**src/rtl/uart_pkg.sv**
```systemverilog
// Shared definitions for the duplex UART: parity modes, FSM state encodings and parity helper.
// Latency: n/a (declarations only).
// Backpressure: n/a.
package uart_pkg;

    localparam logic [1:0] PARITY_NONE = 2'd0;
    localparam logic [1:0] PARITY_ODD  = 2'd1;
    localparam logic [1:0] PARITY_EVEN = 2'd2;

    typedef enum logic [2:0] {
        TX_IDLE,
        TX_START,
        TX_DATA,
        TX_PARITY,
        TX_STOP
    } tx_state_t;

    typedef enum logic [2:0] {
        RX_IDLE,
        RX_START,
        RX_DATA,
        RX_PARITY,
        RX_STOP
    } rx_state_t;

    // Parity bit to transmit/expect. Data is zero-extended so unused upper bits add no ones.
    // Odd: total ones (data + parity) odd. Even: total ones even.
    function automatic logic parity_bit(input logic [8:0] data, input logic [1:0] mode);
        parity_bit = (mode == PARITY_ODD) ? ~(^data) : (^data);
    endfunction

endpackage

```
**src/rtl/uart_baud_gen.sv**
```systemverilog
// Oversampling baud tick generator: one-clk tick every DIV clocks, DIV = CLK_FREQ/(BAUD*OVERSAMPLE) rounded.
// Latency: free-running; first tick DIV clocks after rst deasserts.
// Backpressure: none (tick is a strobe).
// Ports: clk, rst (sync, active-high), tick (one-cycle pulse at counter wrap).
module uart_baud_gen #(
    parameter int CLK_FREQ   = 100000000,
    parameter int BAUD       = 9600,
    parameter int OVERSAMPLE = 16
) (
    input  logic clk,
    input  logic rst,
    output logic tick
);

    localparam int RATE = BAUD * OVERSAMPLE;
    localparam int DIV  = (CLK_FREQ + RATE / 2) / RATE;
    localparam int CW   = (DIV < 2) ? 1 : $clog2(DIV);

    generate
        if (DIV < 2) begin : g_div_too_small
            $error("uart_baud_gen: clock divider DIV must be at least 2");
        end
    endgenerate

    logic [CW-1:0] cnt_q;
    logic          tick_q;

    always_ff @(posedge clk) begin
        if (rst) begin
            cnt_q  <= '0;
            tick_q <= 1'b0;
        end else if (cnt_q == CW'(DIV - 1)) begin
            cnt_q  <= '0;
            tick_q <= 1'b1;
        end else begin
            cnt_q  <= cnt_q + CW'(1);
            tick_q <= 1'b0;
        end
    end

    assign tick = tick_q;

endmodule

```
**src/rtl/uart_duplex_core.sv**
```systemverilog
// Full-duplex UART: independent TX and RX FSMs sharing one oversampling tick; optional UART_LOOPBACK_EN macro
// Latency: TX line drops the clk after handshake; rx_valid pulses at the centre of the last stop bit.
// Backpressure: tx_ready high only in TX idle; RX has no buffering (consumer takes rx_data before next rx_valid).
// Ports: clk/rst (sync active-high); tx_data/tx_valid/tx_ready handshake, tx pin; rx pin,
//        rx_data/rx_valid/rx_parity_err/rx_frame_err/rx_busy; loopback only when UART_LOOPBACK_EN is defined.
module uart_duplex_core
    import uart_pkg::*;
#(
    parameter int CLK_FREQ    = 100000000,
    parameter int BAUD        = 9600,
    parameter int OVERSAMPLE  = 16,
    parameter int DATA_BITS   = 8,
    parameter int PARITY_MODE = 0,
    parameter int STOP_BITS   = 2
) (
    input  logic                 clk,
    input  logic                 rst,
    input  logic [DATA_BITS-1:0] tx_data,
    input  logic                 tx_valid,
    output logic                 tx_ready,
    output logic                 tx,
    input  logic                 rx,
`ifdef UART_LOOPBACK_EN
    input  logic                 loopback,
`endif
    output logic [DATA_BITS-1:0] rx_data,
    output logic                 rx_valid,
    output logic                 rx_parity_err,
    output logic                 rx_frame_err,
    output logic                 rx_busy
);

    localparam int         PW    = $clog2(OVERSAMPLE);
    localparam logic [1:0] PMODE = 2'(PARITY_MODE);

    generate
        if (DATA_BITS < 5 || DATA_BITS > 9) begin : g_bad_data_bits
            $error("uart_duplex_core: DATA_BITS must be 5..9");
        end
        if (OVERSAMPLE < 8 || (OVERSAMPLE % 2) != 0) begin : g_bad_oversample
            $error("uart_duplex_core: OVERSAMPLE must be even and at least 8");
        end
        if (PARITY_MODE < 0 || PARITY_MODE > 2) begin : g_bad_parity
            $error("uart_duplex_core: PARITY_MODE must be 0, 1 or 2");
        end
        if (STOP_BITS < 1 || STOP_BITS > 2) begin : g_bad_stop
            $error("uart_duplex_core: STOP_BITS must be 1 or 2");
        end
    endgenerate

    logic tick;

    uart_baud_gen #(
        .CLK_FREQ  (CLK_FREQ),
        .BAUD      (BAUD),
        .OVERSAMPLE(OVERSAMPLE)
    ) u_baud (
        .clk (clk),
        .rst (rst),
        .tick(tick)
    );

    // ---------------- TX ----------------
    tx_state_t            tx_state_q;
    logic [DATA_BITS-1:0] tx_shift_q;
    logic                 tx_par_q;
    logic                 tx_q;
    logic                 tx_ready_q;
    logic [PW-1:0]        tx_phase_q;
    logic [3:0]           tx_bit_q;
    logic                 tx_stop_q;
    logic                 tx_bit_end;

    assign tx_bit_end = tick && (tx_phase_q == PW'(OVERSAMPLE - 1));

    always_ff @(posedge clk) begin
        if (rst) begin
            tx_state_q <= TX_IDLE;
            tx_shift_q <= '0;
            tx_par_q   <= 1'b0;
            tx_q       <= 1'b1;
            tx_ready_q <= 1'b1;
            tx_phase_q <= '0;
            tx_bit_q   <= '0;
            tx_stop_q  <= 1'b0;
        end else begin
            if (tx_state_q != TX_IDLE && tick) begin
                tx_phase_q <= tx_bit_end ? '0 : tx_phase_q + PW'(1);
            end
            case (tx_state_q)
                TX_IDLE: begin
                    // tx_ready_q is 1 exactly in IDLE, so tx_valid alone completes the handshake here.
                    if (tx_valid) begin
                        tx_shift_q <= tx_data;
                        tx_par_q   <= parity_bit(9'(tx_data), PMODE);
                        tx_q       <= 1'b0;
                        tx_ready_q <= 1'b0;
                        tx_phase_q <= '0;
                        tx_state_q <= TX_START;
                    end
                end
                TX_START: begin
                    if (tx_bit_end) begin
                        tx_q       <= tx_shift_q[0];
                        tx_bit_q   <= '0;
                        tx_state_q <= TX_DATA;
                    end
                end
                TX_DATA: begin
                    if (tx_bit_end) begin
                        if (tx_bit_q == 4'(DATA_BITS - 1)) begin
                            if (PMODE != PARITY_NONE) begin
                                tx_q       <= tx_par_q;
                                tx_state_q <= TX_PARITY;
                            end else begin
                                tx_q       <= 1'b1;
                                tx_stop_q  <= 1'b0;
                                tx_state_q <= TX_STOP;
                            end
                        end else begin
                            tx_shift_q <= tx_shift_q >> 1;
                            tx_q       <= tx_shift_q[1];
                            tx_bit_q   <= tx_bit_q + 4'd1;
                        end
                    end
                end
                TX_PARITY: begin
                    if (tx_bit_end) begin
                        tx_q       <= 1'b1;
                        tx_stop_q  <= 1'b0;
                        tx_state_q <= TX_STOP;
                    end
                end
                TX_STOP: begin
                    if (tx_bit_end) begin
                        if (tx_stop_q == 1'(STOP_BITS - 1)) begin
                            tx_ready_q <= 1'b1;
                            tx_state_q <= TX_IDLE;
                        end else begin
                            tx_stop_q <= 1'b1;
                        end
                    end
                end
                default: begin
                    tx_q       <= 1'b1;
                    tx_ready_q <= 1'b1;
                    tx_state_q <= TX_IDLE;
                end
            endcase
        end
    end

    assign tx_ready = tx_ready_q;

    // ---------------- line muxing ----------------
    logic rx_in;

`ifdef UART_LOOPBACK_EN
    assign rx_in = loopback ? tx_q : rx;
    assign tx    = loopback ? 1'b1 : tx_q;
`else
    assign rx_in = rx;
    assign tx    = tx_q;
`endif

    // ---------------- RX ----------------
    rx_state_t            rx_state_q;
    logic                 rx_s1_q, rx_s2_q, rx_prev_q;
    logic [PW-1:0]        rx_phase_q;
    logic [3:0]           rx_bit_q;
    logic                 rx_stop_q;
    logic [DATA_BITS-1:0] rx_shift_q;
    logic                 rx_perr_acc_q, rx_ferr_acc_q;
    logic [DATA_BITS-1:0] rx_data_q;
    logic                 rx_valid_q, rx_perr_q, rx_ferr_q;
    logic                 rx_sample;

    // Start bit is checked half a bit in; every later sample is one full bit after the previous one.
    assign rx_sample = tick && (rx_phase_q == ((rx_state_q == RX_START) ? PW'(OVERSAMPLE / 2 - 1)
                                                                         : PW'(OVERSAMPLE - 1)));

    always_ff @(posedge clk) begin
        if (rst) begin
            rx_state_q    <= RX_IDLE;
            rx_s1_q       <= 1'b1;
            rx_s2_q       <= 1'b1;
            rx_prev_q     <= 1'b1;
            rx_phase_q    <= '0;
            rx_bit_q      <= '0;
            rx_stop_q     <= 1'b0;
            rx_shift_q    <= '0;
            rx_perr_acc_q <= 1'b0;
            rx_ferr_acc_q <= 1'b0;
            rx_data_q     <= '0;
            rx_valid_q    <= 1'b0;
            rx_perr_q     <= 1'b0;
            rx_ferr_q     <= 1'b0;
        end else begin
            rx_s1_q    <= rx_in;
            rx_s2_q    <= rx_s1_q;
            rx_prev_q  <= rx_s2_q;
            rx_valid_q <= 1'b0;
            if (rx_state_q != RX_IDLE && tick) begin
                rx_phase_q <= rx_sample ? '0 : rx_phase_q + PW'(1);
            end
            case (rx_state_q)
                RX_IDLE: begin
                    if (rx_prev_q && !rx_s2_q) begin
                        rx_phase_q    <= '0;
                        rx_perr_acc_q <= 1'b0;
                        rx_ferr_acc_q <= 1'b0;
                        rx_state_q    <= RX_START;
                    end
                end
                RX_START: begin
                    if (rx_sample) begin
                        rx_bit_q   <= '0;
                        rx_state_q <= rx_s2_q ? RX_IDLE : RX_DATA;
                    end
                end
                RX_DATA: begin
                    if (rx_sample) begin
                        rx_shift_q <= {rx_s2_q, rx_shift_q[DATA_BITS-1:1]};
                        if (rx_bit_q == 4'(DATA_BITS - 1)) begin
                            rx_stop_q  <= 1'b0;
                            rx_state_q <= (PMODE != PARITY_NONE) ? RX_PARITY : RX_STOP;
                        end else begin
                            rx_bit_q <= rx_bit_q + 4'd1;
                        end
                    end
                end
                RX_PARITY: begin
                    if (rx_sample) begin
                        rx_perr_acc_q <= rx_s2_q ^ parity_bit(9'(rx_shift_q), PMODE);
                        rx_stop_q     <= 1'b0;
                        rx_state_q    <= RX_STOP;
                    end
                end
                RX_STOP: begin
                    if (rx_sample) begin
                        if (rx_stop_q == 1'(STOP_BITS - 1)) begin
                            // Returning to IDLE mid stop bit lets a following start edge resync early.
                            rx_data_q  <= rx_shift_q;
                            rx_valid_q <= 1'b1;
                            rx_perr_q  <= rx_perr_acc_q;
                            rx_ferr_q  <= rx_ferr_acc_q | ~rx_s2_q;
                            rx_state_q <= RX_IDLE;
                        end else begin
                            rx_ferr_acc_q <= rx_ferr_acc_q | ~rx_s2_q;
                            rx_stop_q     <= 1'b1;
                        end
                    end
                end
                default: rx_state_q <= RX_IDLE;
            endcase
        end
    end

    assign rx_data       = rx_data_q;
    assign rx_valid      = rx_valid_q;
    assign rx_parity_err = rx_perr_q;
    assign rx_frame_err  = rx_ferr_q;
    assign rx_busy       = (rx_state_q != RX_IDLE);

endmodule

```
**config.mk**
```make
export PLATFORM = sky130hd
export DESIGN_NAME = uart_duplex_core
export DESIGN_NICKNAME = d
export VERILOG_FILES = /design/src/rtl/uart_pkg.sv /design/src/rtl/uart_baud_gen.sv /design/src/rtl/uart_duplex_core.sv
export SDC_FILE = /design/constraint.sdc
export NUM_CORES = 1
export LEC_CHECK = 0
export ABC_AREA = 1
export CORE_MARGIN = 8
export CORE_UTILIZATION = 30
export DETAILED_ROUTE_END_ITERATION = 12
export PLACE_DENSITY_LB_ADDON = 0.1
export SYNTH_ARGS = -nofsm -noshare
export SYNTH_HDL_FRONTEND = slang
export SYNTH_SLANG_ARGS = --single-unit
```
**constraint.sdc**
```tcl
create_clock -name clk -period 2 [get_ports clk]
set_clock_uncertainty 0.15 [all_clocks]
set_input_delay 0.4 -clock clk [delete_from_list [all_inputs] [get_ports clk]]
set_output_delay 0.4 -clock clk [all_outputs]
set_load 0.01 [all_outputs]
```
==> results of run 1 <==
[area by class of cell]
type	count	area [um2]	area share (%)
repair buffers	31	344	8.75
clock inverters	1	5.00	0.127
multi-input cells	342	1670	42.5
clock buffers	15	166	4.23
inverters	50	188	4.77
well taps	140	175	4.45
flip-flops and latches	69	1380	35.1
[worst max-delay path, delay by kind of cell, from the launching register on]
family	cells	cell delay (ns)
simple gates	2	0.22
flops	1	0.35
buf+inv	3	0.42
[path summary, 6_finish.rpt]
path	end	slack (ns)	cells past startpoint
setup / recovery	rx_busy	0.12	5
hold / removal	rx_s2_q$_SDFF_PP1_	0.27	1
setup reg to reg	tx_state_q[1]$_SDFFE_PP0P_	0.25	8
hold reg to reg	rx_s2_q$_SDFF_PP1_	0.27	1
[metrics by stage]
stage / cells / power, mW / setup slack, ns
after floorplan: 471 / 2.38 / 0.397
after global placement: 631 / 2.60 / 0.137
after detailed placement: 631 / 2.60 / 0.101
after CTS: 647 / 3.64 / 0.0654
after global routing: 648 / 3.94 / 0.0148
final: 648 / 3.66 / 0.116
[report_power, final]
part	total, mW	leakage, nW	switching [mW]	internal [mW]
logic	1.05	0.960	0.647	0.401
registers	1.58	0.561	0.0953	1.49
clock network	1.02	0.0877	0.504	0.519
[state kept, by name, indices dropped and copies added, names as in the netlist, 3 cells and up]
name / flops
rx_state_q: 3
tx_state_q: 3
u_baud.cnt_q: 10
rx_data: 8
rx_phase_q: 4
tx_phase_q: 4
tx_shift_q: 8
tx_bit_q: 4
rx_shift_q: 8
rx_bit_q: 4
[per-layer routing]
metal	vias to the layer above	wire (um)	track usage, %
met1	1289	3780	13.5
met4	0	74	3.43
met3	5	284	4.01
li1	1576	-	-
met2	40	3250	16.4
met5	-	0	0
[cell usage in the layout (no fill, tap or decap), types with 3 or more instances in the layout]
| master | netlist | final |
|---|---|---|
| buf_12 | 0 | 4 |
| xnor2_1 | 3 | 3 |
| inv_2 | 4 | 5 |
| nor2_2 | 4 | 5 |
| nand3_1 | 31 | 31 |
| nor2_4 | 4 | 6 |
| clkbuf_1 | 3 | 4 |
| nor2_1 | 75 | 72 |
| nand2_2 | 5 | 5 |
| dfxtp_1 | 69 | 68 |
| clkbuf_8 | 0 | 11 |
| or2_2 | 4 | 4 |
| clkdlybuf4s50_1 | 0 | 24 |
| inv_1 | 45 | 44 |
| a21oi_1 | 37 | 37 |
| ha_1 | 6 | 6 |
| nand2_1 | 114 | 114 |
| o21ai_0 | 29 | 29 |
| nand4_1 | 8 | 8 |
| xor2_1 | 3 | 3 |
[what timing repair did]
action	CTS	global route
setup endpoints to repair	1	19
setup buffers	0	1
resized for setup	3	5
pin swaps	0	1
[logic make-up after synthesis]
| kind of cell | count (synthesis) | share of synthesized area [%] |
|---|---|---|
| flip-flops | 69 | 42.0 |
| AO/OA/AOI/OAI | 74 | 11.8 |
| buffers and inverters | 60 | 7.75 |
| XOR/XNOR | 6 | 1.60 |
| adder cells (fa/ha/maj) | 6 | 2.28 |
| AND/OR/NAND/NOR | 256 | 34.6 |
==> impl_metrics.env, run 1 <==
export IMPL_status="finished clean"
export IMPL_crit_fanout=6
export IMPL_p_leak_nw=1.61
export IMPL_tns_ns=0
export IMPL_routedWlPerCell_um=11.4
export IMPL_cts_buffer_depth=2
export IMPL_rows=38
export IMPL_grtUsageTotal_pct=10.7
export IMPL_io_buffers=25
export IMPL_ys_warnings_count=0
export IMPL_clkSinkCount=69
export IMPL_peakVddDrop_v=0.000434
export IMPL_power_per_cell_area_nw_per_um2=929
export IMPL_slew_viol_final=0
export IMPL_via_per_inst=4.49
export IMPL_fp_dieH_um=121
export IMPL_worstHoldStart="rx_s1_q$_SDFF_PP1_"
export IMPL_design_area_um2=3930
export IMPL_netlist_area_um2=3290
export IMPL_synth_area_leaders="dfxtp_1, nand2_1, nor2_1, a21oi_1, inv_1"
export IMPL_core_um2=10800
export IMPL_synth_top_area_share_pct=42.0
export IMPL_die_area_um2=14600
export IMPL_grt_pass1_vias=2740
export IMPL_synth_commonest_cells="nand2_1, nor2_1, dfxtp_1"
export IMPL_crit_chain="inv_1, nand2_1, nor2_4, inv_1, dlygate4sd2_1"
export IMPL_max_freq_ghz=0.531
export IMPL_placed_cell_area_um2=3720
export IMPL_period_minus_slack_ns=1.88
export IMPL_hold_ws_ns=0.266
export IMPL_yosys_area_top_type="dfxtp_1"
export IMPL_rsz0062_at_grt="no"
export IMPL_syn2layout_area_growth_pct=19.5
export IMPL_pin_count=26
export IMPL_synth_edf_count=0
export IMPL_slew_limit_headroom_pct=76.3
export IMPL_num_fill_cells=1147
export IMPL_worst_setup_path_start_kind="flip-flop"
export IMPL_htree_num_levels=3
export IMPL_ys_seq_elements=69
export IMPL_cap_violations=0
export IMPL_yosysSeqAreaShare_pct=42.0
export IMPL_die_x_um=121
export IMPL_path_clk_slew_ns=0.07
export IMPL_gp_congestion=0.805
export IMPL_start_util_pct=30.5
export IMPL_antenna_left=0
export IMPL_worst_pin_slew_ns=0.354
export IMPL_fin_nets=521
export IMPL_synth_net_count=489
export IMPL_vias=2910
export IMPL_ys_flop_type="dfxtp_1"
export IMPL_cts_root_buf="clkbuf_8"
export IMPL_crit_path_top_delay_cell="dfxtp_2"
export IMPL_numCtsBuffers=9
export IMPL_worstSetupPathType="reg2out"
export IMPL_synth_async_reset_ratio_pct=0
export IMPL_reg2reg_from="tx_phase_q[0]$_SDFF_PP0_"
export IMPL_cp_arrival_ns=1.33
export IMPL_cts_tree="yes"
export IMPL_drtIter0Drc=122
export IMPL_grt_first_pass_wirelength_mm=12.6
export IMPL_drt_pass1_iter_count=4
export IMPL_min_delay_path_class="reg2reg"
export IMPL_clk_latency_ns=0.34
export IMPL_dp_hpwl_mm=5.29
export IMPL_synth_distinct_cells=35
export IMPL_drc_errors=0
export IMPL_grt_overflow=0
export IMPL_crit_path_end_kind="output port"
export IMPL_worstPathRequired_ns=1.45
export IMPL_holdBufCountCts=0
export IMPL_hold_viol=0
export IMPL_grt_start_max_net_pins=37
export IMPL_cp_startpoint="rx_state_q[0]$_SDFFE_PP0P_"
export IMPL_critPathMostFrequentCell="inv_1"
export IMPL_yosysMostFrequentCell="nand2_1"
export IMPL_final_util_pct=36.4
export IMPL_timing_final_crit_share_pct=94.2
export IMPL_antenna_found_initial=0
export IMPL_cpPeakStageDelay_ns=0.35
export IMPL_antenna_cells=0
export IMPL_finalSetupViolCount=0
export IMPL_wl_mm=7.38
export IMPL_drive_gt1_share_pct=9.84
export IMPL_synth_cells=471
export IMPL_syn_avg_cell_area_um2=6.99
(Power assumes the default switching activity.)
==> inputs of run 2 (changes only) <==
--- a/config.mk
+++ b/config.mk
@@ -6,6 +6,7 @@
 export NUM_CORES = 1
 export LEC_CHECK = 0
 export ABC_AREA = 1
+export CORE_ASPECT_RATIO = 1.2
 export CORE_MARGIN = 8
 export CORE_UTILIZATION = 30
 export DETAILED_ROUTE_END_ITERATION = 12
==> run 2 against run 1 <==
Final cell count fell by 0.93%. Flip-flop and latch count did not move. Core utilization rose by 0.72 points. Sequential share of layout area fell by 0.95 points. Via count rose by 0.96%. Combinational power rose by 4%. Critical endpoint unchanged. Clock-buffer cell count fell by 2.
==> impl_metrics.env, run 2 (same netlist as run 1, synthesis figures left out) <==
export IMPL_dp_hpwl_mm=5.18
export IMPL_finalSetupViolCount=0
export IMPL_start_util_pct=30.3
export IMPL_antenna_left=0
export IMPL_grt_first_pass_wirelength_mm=12.5
export IMPL_holdBufCountCts=0
export IMPL_pin_count=26
export IMPL_whs_path_depth=1
export IMPL_slew_viol_final=0
export IMPL_worst_setup_path_start_kind="flip-flop"
export IMPL_cpPeakStageDelay_ns=0.33
export IMPL_numPlacedInstances=623
export IMPL_die_x_um=112
export IMPL_critPathMostFrequentCell="inv_1"
export IMPL_via_per_inst=4.58
export IMPL_rr_worst_depth=8
export IMPL_grt_start_max_net_pins=37
export IMPL_drtIter0Drc=105
export IMPL_vias=2938
export IMPL_largest_register="u_baud.cnt_q"
export IMPL_crit_path_end_kind="output port"
export IMPL_final_common_cell="nand2_1"
export IMPL_tns_ns=0
export IMPL_period_minus_slack_ns=1.88
export IMPL_final_cell_mix="nand2_1, nor2_1, dfxtp_1"
export IMPL_cts_root_buf="clkbuf_16"
export IMPL_htree_num_levels=3
export IMPL_cts_buffer_depth=2
export IMPL_grt_pass1_vias=2706
export IMPL_critPathBufInv=3
export IMPL_die_area_um2=14600
export IMPL_rows=42
export IMPL_clkSinkCount=69
export IMPL_drc_errors=0
export IMPL_max_freq_ghz=0.533
export IMPL_gp_congestion=0.785
export IMPL_stdcell_count=642
export IMPL_numCtsBuffers=9
export IMPL_crit_fanout=4
export IMPL_worst_pin_slew_ns=0.339
export IMPL_crit_chain="inv_1, nand2_1, nor2_2, inv_1, dlygate4sd2_1"
export IMPL_p_leak_nw=1.66
export IMPL_final_util_pct=37.2
export IMPL_rsz0062_at_grt="no"
export IMPL_cts_tree="yes"
export IMPL_clk_latency_ns=0.33
export IMPL_drive_gt1_share_pct=10.4
export IMPL_grt_overflow=0
export IMPL_worstPathRequired_ns=1.45
export IMPL_cpLargestDelayFamily="buffers and inverters"
export IMPL_r2r_slack_ns=0.21
export IMPL_min_delay_path_class="reg2reg"
export IMPL_wl_mm=7.32
export IMPL_drt_pass1_iter_count=4
export IMPL_antenna_cells=0
export IMPL_routedWlPerCell_um=11.4
export IMPL_grtUsageTotal_pct=10.8
export IMPL_slew_limit_headroom_pct=77.2
export IMPL_fin_nets=523
export IMPL_timing_final_crit_share_pct=93.8
export IMPL_core_um2=10900
export IMPL_power_per_cell_area_nw_per_um2=1030
export IMPL_cp_arrival_ns=1.33
export IMPL_worstSetupPathType="reg2out"
export IMPL_hold_viol=0
export IMPL_fp_dieH_um=131
export IMPL_status="finished clean"
export IMPL_syn2layout_area_growth_pct=22.8
export IMPL_peakVddDrop_v=0.000368
export IMPL_antenna_found_initial=0
export IMPL_path_clk_slew_ns=0.05
export IMPL_crit_path_top_delay_cell="dfxtp_1"
export IMPL_path_depth=5
export IMPL_cap_violations=0
export IMPL_io_buffers=25
export IMPL_largest_register_ffs=10
run 2: power breakdown:
| group | total [mW] | switching [mW] | internal (mW) |
|---|---|---|---|
| logic | 1.09 | 0.655 | 0.435 |
| clock network | 1.49 | 0.589 | 0.905 |
| registers | 1.58 | 0.0931 | 1.49 |
run 2: per-stage QoR:
stage / setup WS, ns / hold WS (ns) / cell area (um2) / power (mW)
4_1_cts: 0.0945 / 0.263 / 4000 / 4.13
6_report: 0.125 / 0.262 / 4040 / 4.17
3_5_place_dp: 0.0738 / 0.250 / 3710 / 2.60
3_3_place_gp: 0.0925 / 0.248 / 3710 / 2.59
5_1_grt: 0.0551 / 0.273 / 4040 / 4.45
2_1_floorplan: 0.397 / 0.239 / 3290 / 2.38
run 2: path summary, 6_finish.rpt:
path                               to                        from
max reg2reg  tx_bit_q[2]$_SDFFE_PP0P_    tx_phase_q[0]$_SDFF_PP0_
min reg2reg        rx_s2_q$_SDFF_PP1_          rx_s1_q$_SDFF_PP1_
min                rx_s2_q$_SDFF_PP1_          rx_s1_q$_SDFF_PP1_
max                           rx_busy  rx_state_q[1]$_SDFFE_PP0P_
run 2: cell type report:
class                   count  area, um2
fillers                  1153       6840
multi-input cells         342       1670
inverters                  50        188
well taps                 132        165
clock buffers              13        260
flip-flops and latches     69       1380
clock inverters             3       20.0
repair buffers             33        359
run 2: repair_timing:
item                                    CTS  global route
resized for setup                         3             3
endpoints found under the setup margin    1            16
buffers inserted                          0             3
pin swaps                                 0             1
run 2: layer usage:
| metal | wire (um) | vias to the layer above | track usage, % |
|---|---|---|---|
| li1 | - | 1587 | - |
| met1 | 3330 | 1306 | 11.8 |
| met2 | 3580 | 35 | 18.6 |
| met3 | 274 | 10 | 3.03 |
| met4 | 144 | 0 | 6.29 |
| met5 | 0 | - | 0 |
==> inputs of run 3 (changes only) <==
--- a/config.mk
+++ b/config.mk
@@ -6,11 +6,13 @@
 export NUM_CORES = 1
 export LEC_CHECK = 0
 export ABC_AREA = 1
+export CAP_MARGIN = 40
 export CORE_ASPECT_RATIO = 1.2
 export CORE_MARGIN = 8
 export CORE_UTILIZATION = 30
 export DETAILED_ROUTE_END_ITERATION = 12
 export PLACE_DENSITY_LB_ADDON = 0.1
+export SLEW_MARGIN = 10
 export SYNTH_ARGS = -nofsm -noshare
 export SYNTH_HDL_FRONTEND = slang
 export SYNTH_SLANG_ARGS = --single-unit
==> results of run 3 <==
Same layout as run 2: the final DEF is identical, and so are final timing and power.
==> RTL edit, RTL diff (settings of run 3) <==
Re-encode `tx_state_t` (5 states) as one-hot, 5 bits wide.
--- a/src/rtl/uart_pkg.sv
+++ b/src/rtl/uart_pkg.sv
@@ -8,10 +8,10 @@
     localparam logic [1:0] PARITY_EVEN = 2'd2;
 
-    typedef enum logic [2:0] {
-        TX_IDLE,
-        TX_START,
-        TX_DATA,
-        TX_PARITY,
-        TX_STOP
+    typedef enum logic [4:0] {
+        TX_IDLE   = 5'b00001,
+        TX_START  = 5'b00010,
+        TX_DATA   = 5'b00100,
+        TX_PARITY = 5'b01000,
+        TX_STOP   = 5'b10000
     } tx_state_t;
 
Formal check against the unedited RTL: same outputs for any inputs over 10 cycles, from zero or initial values and one cycle with rst high; not proved beyond that.
==> RTL edit against run 3 <==
Combinational power grew 21%. Routed wire length grew 8.7%. Register-to-register slack gained 0.05 ns. Sequential share of layout area shrank 0.95 points. First-iteration DRC count shrank 0.95%. Synthesized area grew 5.7%. Count of clock-buffer cells in the layout shrank 2. Core utilization shrank 0.36 points. Design area grew 4.3%. Sequential cell count grew 1. Total power grew 8.4%. Non-clock buffer count is the same. Worst setup slack lost 0.013 ns. Maximum frequency shrank 0.68%. Critical endpoint unchanged. Largest cell class unchanged.
==> RTL edit: results <==
[power]
power_frac_comb_pct = 29.2
comb_cell_power_w = 0.00132
power.static_leakage_nw = 1.829
power.ir.vdd_worst_v = 0.0004417
powerClk_w = 0.00157
sw_frac_of_total_pct = 34.16

[logic_synthesis]
synth.area.mux_share_pct = 0
post_synth.cell_area_avg_um2 = 6.809
post_synth_num_cell_types = 29
yosys-top-cells-area = dfxtp_1 40%, nand2_1 15%, nor2_1 9.1%, nand3_1 6.0%, inv_1 4.6%
synth_nets = 529
synth_compound_area_share_pct = 8.414
most_common_library_cells_after_synthesis = 135 x nand2_1, 84 x nor2_1, 70 x dfxtp_1, 43 x inv_1, 42 x nand3_1
synth_xor_area_share_pct = 3.776
synth_async_sr_flop_share_pct = 0
share_of_synthesized_area_occupied_by_flip_flops_and_latches_pct = 40.27
adder_cell_fraction_of_synth_area_pct = 2.157

[die]
dieArea_um2 = 15320

[min_path]
holdCritPathClass = reg2reg

[setup_path]
setup.worst_path.end_class = output port
rrSetupSlack_ns = 0.26
cp_slowest_stage_delay_ns = 0.32
timing.critical_path.max_delay_family = buffers and inverters
largest_fanout_on_the_critical_path = 4
timing.critical_path.arrival_ns = 1.34
critical-path-slowest-cell = dfxtp_1

[sta]
relative_max_transition_margin_pct = 72.31
timing.hold.ws_ns = 0.2739
layout_min_cycle_time_ns = 1.888

[global_route]
grt_use_met1_pct = 12.25
met2_usage_pct = 19.43
grtUsageTotal_pct = 11.09
grt.met3_usage_pct = 2.698
grt_start_max_net_pins = 20
first_global_vias = 3071
first_pass_grt_wire_length_um = 13780
antenna_violations_before_repair = 0

[layout]
post_route_cells_drive_above_1_share_pct = 9.707
final_net_count = 560
layout.filler_cells = 1256
antennaDiodeCount = 0
largest_reg_flops = 10
registers.top_by_ff_count = u_baud.cnt_q

[placed_design]
post_dp_cell_area_um2 = 3913
detailedPlacementHpwl_um = 5870
place.port_buffers = 25
gp_routability_congestion = 0.8263
post-place-cells = 687
detailedPlace.worstSlack_ns = 0.1380

[cts]
clock_path_buffers = 2
path_clk_slew_ns = 0.05
clock_latency_on_the_worst_skew_pair_ns = 0.33
clock_tree.root_cell = clkbuf_16
clock_tree.htree_level_count = 3

[drt]
route.vias.total = 3160
drt_wl_total_um = 7961
detail_route.vias_per_cell = 4.495
drt_first_iter_violations = 104
drt-pass1-iter-count = 4

[outcome]
outcome = finished clean
[RTL edit: timing repair]
| action | in CTS | in global routing |
|---|---|---|
| setup buffers | 1 | 0 |
| endpoints found under the setup margin | 1 | 0 |
| resized for setup | 4 | 0 |
[RTL edit: final cells by class]
type	instances	area (um2)	area share [%]
inverters	49	183.9	4.361
clock inverters	4	47.55	1.127
repair buffers	33	309.0	7.327
multi-input cells	379	1836	43.52
well taps	157	196.4	4.657
clock buffers	11	242.7	5.755
flip-flops and latches	70	1403	33.25
[RTL edit: layer usage]
| layer | wire length (um) | part of all wire (%) |
|---|---|---|
| met1 | 3713 | 47 |
| met2 | 3838 | 48 |
| met3 | 243 | 3.1 |
| met4 | 165 | 2.1 |
| met5 | 0 | 0 |
[RTL edit: worst paths after layout]
path | from | to | cells past startpoint
setup / recovery | rx_state_q[1] | rx_busy | 5
hold / removal | rx_s1_q | rx_s2_q | 1
setup reg to reg | tx_phase_q[0] | tx_state_q[2] | 8
hold reg to reg | rx_s1_q | rx_s2_q | 1
